`config.mk`:
```
export PLATFORM = sky130hd
export DESIGN_NAME = regfile_wb_arbiter
export DESIGN_NICKNAME = d
export VERILOG_FILES = /design/src/rtl/regfile_wb_arbiter.sv
export SDC_FILE = /design/constraint.sdc
export NUM_CORES = 1
export LEC_CHECK = 0
export CAP_MARGIN = 0
export CORE_ASPECT_RATIO = 1.75
export CORE_MARGIN = 4
export CORE_UTILIZATION = 51
export DETAILED_ROUTE_END_ITERATION = 16
export GPL_ROUTABILITY_DRIVEN = 0
export PLACE_DENSITY = 0.86
export RECOVER_POWER = 100
export SYNTH_ARGS = -nofsm -noshare
export SYNTH_HDL_FRONTEND = slang
export SYNTH_SLANG_ARGS = --single-unit
```
`constraint.sdc`:
```
create_clock -name clk_i -period 7.31 [get_ports clk_i]
set_input_delay 1.0965 -clock clk_i [delete_from_list [all_inputs] [get_ports clk_i]]
set_output_delay 1.0965 -clock clk_i [all_outputs]
set_load 0.01 [all_outputs]
```
`src/rtl/regfile_wb_arbiter.sv`:
```
// regfile_wb_arbiter: shares the register-file write port between an ALU (A) and a long-latency unit (B),
// tracks outstanding long-latency destinations and stalls decode; WB_BYPASS_EN adds a write-port bypass.
module regfile_wb_arbiter #(
  parameter int ADDR_W   = 5,
  parameter int DATA_W   = 32,
  parameter int MAX_WAIT = 3
) (
  input  logic              clk_i,
  input  logic              reset_i,
  input  logic              a_valid_i,
  output logic              a_ready_o,
  input  logic [ADDR_W-1:0] a_addr_i,
  input  logic [DATA_W-1:0] a_data_i,
  input  logic              b_valid_i,
  output logic              b_ready_o,
  input  logic [ADDR_W-1:0] b_addr_i,
  input  logic [DATA_W-1:0] b_data_i,
  input  logic              issue_long_i,
  input  logic [ADDR_W-1:0] issue_rd_i,
  input  logic [ADDR_W-1:0] rs1_addr_i,
  input  logic [ADDR_W-1:0] rs2_addr_i,
  output logic              stall_o,
`ifdef WB_BYPASS_EN
  output logic              byp1_hit_o,
  output logic              byp2_hit_o,
  output logic [DATA_W-1:0] byp_data_o,
`endif
  output logic              wr_en_o,
  output logic [ADDR_W-1:0] wr_addr_o,
  output logic [DATA_W-1:0] wr_data_o
);
  localparam int NREG = 1 << ADDR_W;
  logic [NREG-1:0]   busy_q, busy_d;
  logic [3:0]        wait_q, wait_d;
  logic              b_turn, grant_a, grant_b, busy1, busy2, wr_en_d;
  logic [ADDR_W-1:0] win_addr, wr_addr_d;
  logic [DATA_W-1:0] win_data, wr_data_d;
  assign b_turn    = wait_q >= 4'(MAX_WAIT);
  assign grant_a   = !reset_i && a_valid_i && !(b_valid_i && b_turn);
  assign grant_b   = !reset_i && b_valid_i && !(a_valid_i && !b_turn);
  assign a_ready_o = grant_a;
  assign b_ready_o = grant_b;
  assign win_addr  = grant_a ? a_addr_i : b_addr_i;
  assign win_data  = grant_a ? a_data_i : b_data_i;
`ifdef WB_BYPASS_EN
  assign byp1_hit_o = wr_en_o && wr_addr_o == rs1_addr_i && rs1_addr_i != '0;
  assign byp2_hit_o = wr_en_o && wr_addr_o == rs2_addr_i && rs2_addr_i != '0;
  assign byp_data_o = wr_data_o;
  assign busy1      = busy_q[rs1_addr_i] && !byp1_hit_o;
  assign busy2      = busy_q[rs2_addr_i] && !byp2_hit_o;
`else
  assign busy1      = busy_q[rs1_addr_i];
  assign busy2      = busy_q[rs2_addr_i];
`endif
  assign stall_o = busy1 || busy2 || (issue_long_i && busy_q[issue_rd_i]);
  always_comb begin
    wait_d    = (b_valid_i && !grant_b) ? (wait_q == 4'hf ? wait_q : wait_q + 4'd1) : 4'd0;
    wr_en_d   = (grant_a || grant_b) && win_addr != '0;
    wr_addr_d = wr_en_d ? win_addr : wr_addr_o;
    wr_data_d = wr_en_d ? win_data : wr_data_o;
    busy_d    = busy_q;
    if (grant_b) busy_d[b_addr_i] = 1'b0;
    // a fresh issue to the same register outranks the completing one
    if (issue_long_i && !stall_o && issue_rd_i != '0) busy_d[issue_rd_i] = 1'b1;
  end
  always_ff @(posedge clk_i or posedge reset_i) begin
    if (reset_i) begin
      busy_q    <= '0;
      wait_q    <= '0;
      wr_en_o   <= 1'b0;
      wr_addr_o <= '0;
      wr_data_o <= '0;
    end else begin
      busy_q    <= busy_d;
      wait_q    <= wait_d;
      wr_en_o   <= wr_en_d;
      wr_addr_o <= wr_addr_d;
      wr_data_o <= wr_data_d;
    end
  end
endmodule
```
==> metrics.yaml <==
status:
  status: "complete, but fails checks"
  failed_checks: "max-capacitance violations, max-slew violations"
placement:
  dp.final_hpwl_um: 10600
  portBuffers: 134
  detailedPlace.worstSlack_ns: 1.90
clock_network:
  clock_tree_from_tritoncts: "done"
  postCtsSetupBuffers: 0
  postCtsResizedCells: 0
  clock_transition_at_the_register_clock_pins_on_the_worst_setup_and_hold_paths_after_cts_ns: 0.05
  numCtsBuffers: 9
  clk_latency_ns: 0.34
  clock_tree_root_driver_cell: "clkbuf_16"
  clock_path_buffers: 2
  htreeDepth: 3
  cts_sinks: 74
  post_cts_hold_buffer_count: 0
floorplan:
  initial_utilization: 0.520
  site_rows: 45
  die_height_um: 132
  io-pin-count: 135
  full_die_area_mm2: 0.0104
  area_of_the_placeable_core_mm2: 0.00861
  die_width_um: 78.9
route:
  drt_first_pass_iters: 6
  ant_nets: 0
  post_drt_via_cell_ratio: 6.11
  route.final.wire_length_um: 14200
  route.detailed.drc: 0
  number_of_drc_violations_after_detailed_routing_iteration_0: 408
  wl_per_cell_um: 19.6
  vias: 4442
synth:
  synth_edf_count: 0
  yosysWarningCount: 0
  synth.largest_area_cell: "dfrtp_1"
  syn-cell-area_mm2: 0.00448
  synthesis.nets: 582
  post_synthesis_cells: 487
  yosys_register_bits: 74
  register_area_share_after_synthesis: 0.413
  share_of_async_settable_or_async_resettable_flops_after_synthesis: 1.00
  ys_top_cells_by_count: "mux2i_1 (81), dfrtp_1 (74), nand2_1 (63), o21ai_1 (63), nand3_1 (38)"
  yosys.cell_count.top_type: "mux2i_1"
  post_synth_num_cell_types: 57
  synthesis.area_per_instance_um2: 9.20
  yosys-top-cells-area: "dfrtp_1 (41%), mux2i_1 (18%), o21ai_1 (7.0%)"
  synth_flop_cell: "dfrtp_1"
  area_share_of_the_largest_cell_type_after_synthesis: 0.413
global_route:
  largest_net_degree_at_the_start_of_global_routing: 75
  antenna_found_initial: 0
  grt_pass1_vias: 4525
  global_route.usage.total: 0.282
  grt_first_pass_wirelength_um: 22700
  grt_overflow: 0
flow_run:
  maxCapViolCount: 2
power_and_ir_drop:
  power.ir.vdd_worst_mv: 0.150
  pwr_density_cell_mw_per_mm2: 244
  p_leak_nw: 2.76
sta:
  fin_crit_sh: 0.836
  slew_at_the_pin_closest_to_its_max_slew_limit_ns: 3.94
  grt_setup_unrepaired: "false"
  setup-tns-final_ns: 0
  finalHoldWorstSlack_ns: 0.474
  finalMaxSlewViolations: 149
  hold_violations: 0
  setup-violations-final: 0
  finalWorstSetupSlack_ns: 1.20
  finalClockSkew_ns: 0.00567
  max-slew-margin-rel: -1.63
  max_freq_ghz: 0.164
  layout_min_cycle_time_ns: 6.11
worst_setup_path:
  timing.rr.end: "wr_data_o[6]"
  worst-endpoint-arrival_ns: 5.02
  critPathCaptureType: "output port"
  worstReg2RegStart: "wait_q[0]"
  crit_fanout: 24
  critical_path_start: "issue_rd_i[1]"
  crit_required_ns: 6.21
  r2r_slack_ns: 3.07
  setup.worst_path.end: "stall_o"
  worstSetupPathType: "input pin to output port"
  crit_path_start_kind: "input pin"
  r2r_cells: 8
finish:
  area_growth_syn_to_layout_pct: 37.4
  proportion_of_layout_cells_with_a_drive_suffix_above_1: 0.0557
  antenna_cells_inserted: 0
  n_fill_cell: 637
  fin_nets: 700
worst_hold_path:
  min-delay-path-class: "flip-flop to flip-flop"
## cells in the final DEF (no fill, tap or decap), types with 5 or more instances in the layout
| cell | count |
|---|---|
| nand3_1 | 38 |
| nand2_1 | 63 |
| a21oi_1 | 5 |
| o21ai_0 | 92 |
| clkbuf_16 | 9 |
| nand2b_1 | 6 |
| dlygate4sd3_1 | 44 |
| clkdlybuf4s50_1 | 90 |
| a22oi_1 | 9 |
| dfrtp_1 | 74 |
| nor2_1 | 19 |
| mux2i_1 | 81 |
## stage by stage
step | util | cell area (µm²) | total power, mW | cells
floorplan | - | 4480 | 0.812 | 487
global placement | 0.678 | 5840 | 1.02 | 711
detailed placement | 0.678 | 5840 | 1.04 | 711
CTS | 0.718 | 6180 | 1.53 | 727
global route | 0.715 | 6160 | 1.57 | 727
finish | 0.715 | 6160 | 1.50 | 727
## per-layer routing
layer,global-route usage,wire length [µm]
met2,0.483,7140
met4,0.177,850
met1,0.286,4800
met5,0,0
met3,0.0964,1420
## kinds of logic after synthesis
kind of cell | after synthesis | share of synthesized area
AO/OA/AOI/OAI | 133 | 0.178
AND/OR/NAND/NOR | 155 | 0.167
adder cells (fa/ha/maj) | 1 | 0.00279
flip-flops | 74 | 0.413
XOR/XNOR | 1 | 0.00196
buffers and inverters | 38 | 0.0427
multiplexers | 85 | 0.194
## critical path, cell delays in order
cell	delay, ns
dlygate4sd3_1	1.27
mux2_2	0.42
a22o_1	0.23
a2111oi_4	0.34
clkbuf_1	0.72
nand2_1	0.12
a21o_1	0.20
dlygate4sd3_1	0.59
## state kept, by name, summed over array words and instances, names as in the netlist
name,cells
wait_q,4
busy_q,32
wr_en_o,1
wr_data_o,32
wr_addr_o,5
## cell type report
| cell class | count | area, µm² | share of cell area |
|---|---|---|---|
| inverters | 6 | 22.5 | 0.00366 |
| multi-input cells | 375 | 2430 | 0.395 |
| flip-flops and latches | 74 | 1850 | 0.301 |
| clock buffers | 12 | 267 | 0.0433 |
| repair buffers | 139 | 1370 | 0.222 |
| well taps | 117 | 146 | 0.0238 |
| clock inverters | 4 | 72.6 | 0.0118 |
## power by group
| part | total (mW) | switching (mW) | internal (mW) |
|---|---|---|---|
| Clock | 0.494 | 0.168 | 0.326 |
| Sequential | 0.591 | 0.0930 | 0.498 |
| Combinational | 0.415 | 0.210 | 0.205 |
| Total | 1.50 | 0.471 | 1.03 |
## worst min path at each step
stage	from	endpoint	slack, ns	depth (start not counted)
after floorplan	busy_q[0]	busy_q[0]	0.49	1
after global routing	wr_data_o[5]	wr_data_o[5]	0.50	2
after detailed placement	wr_addr_o[4]	wr_addr_o[4]	0.47	2
final	wr_data_o[5]	wr_data_o[5]	0.47	2
after CTS	wr_data_o[5]	wr_data_o[5]	0.49	2
after global placement	wr_addr_o[4]	wr_addr_o[4]	0.45	2
No activity file was read; power rests on OpenSTA's default activity.
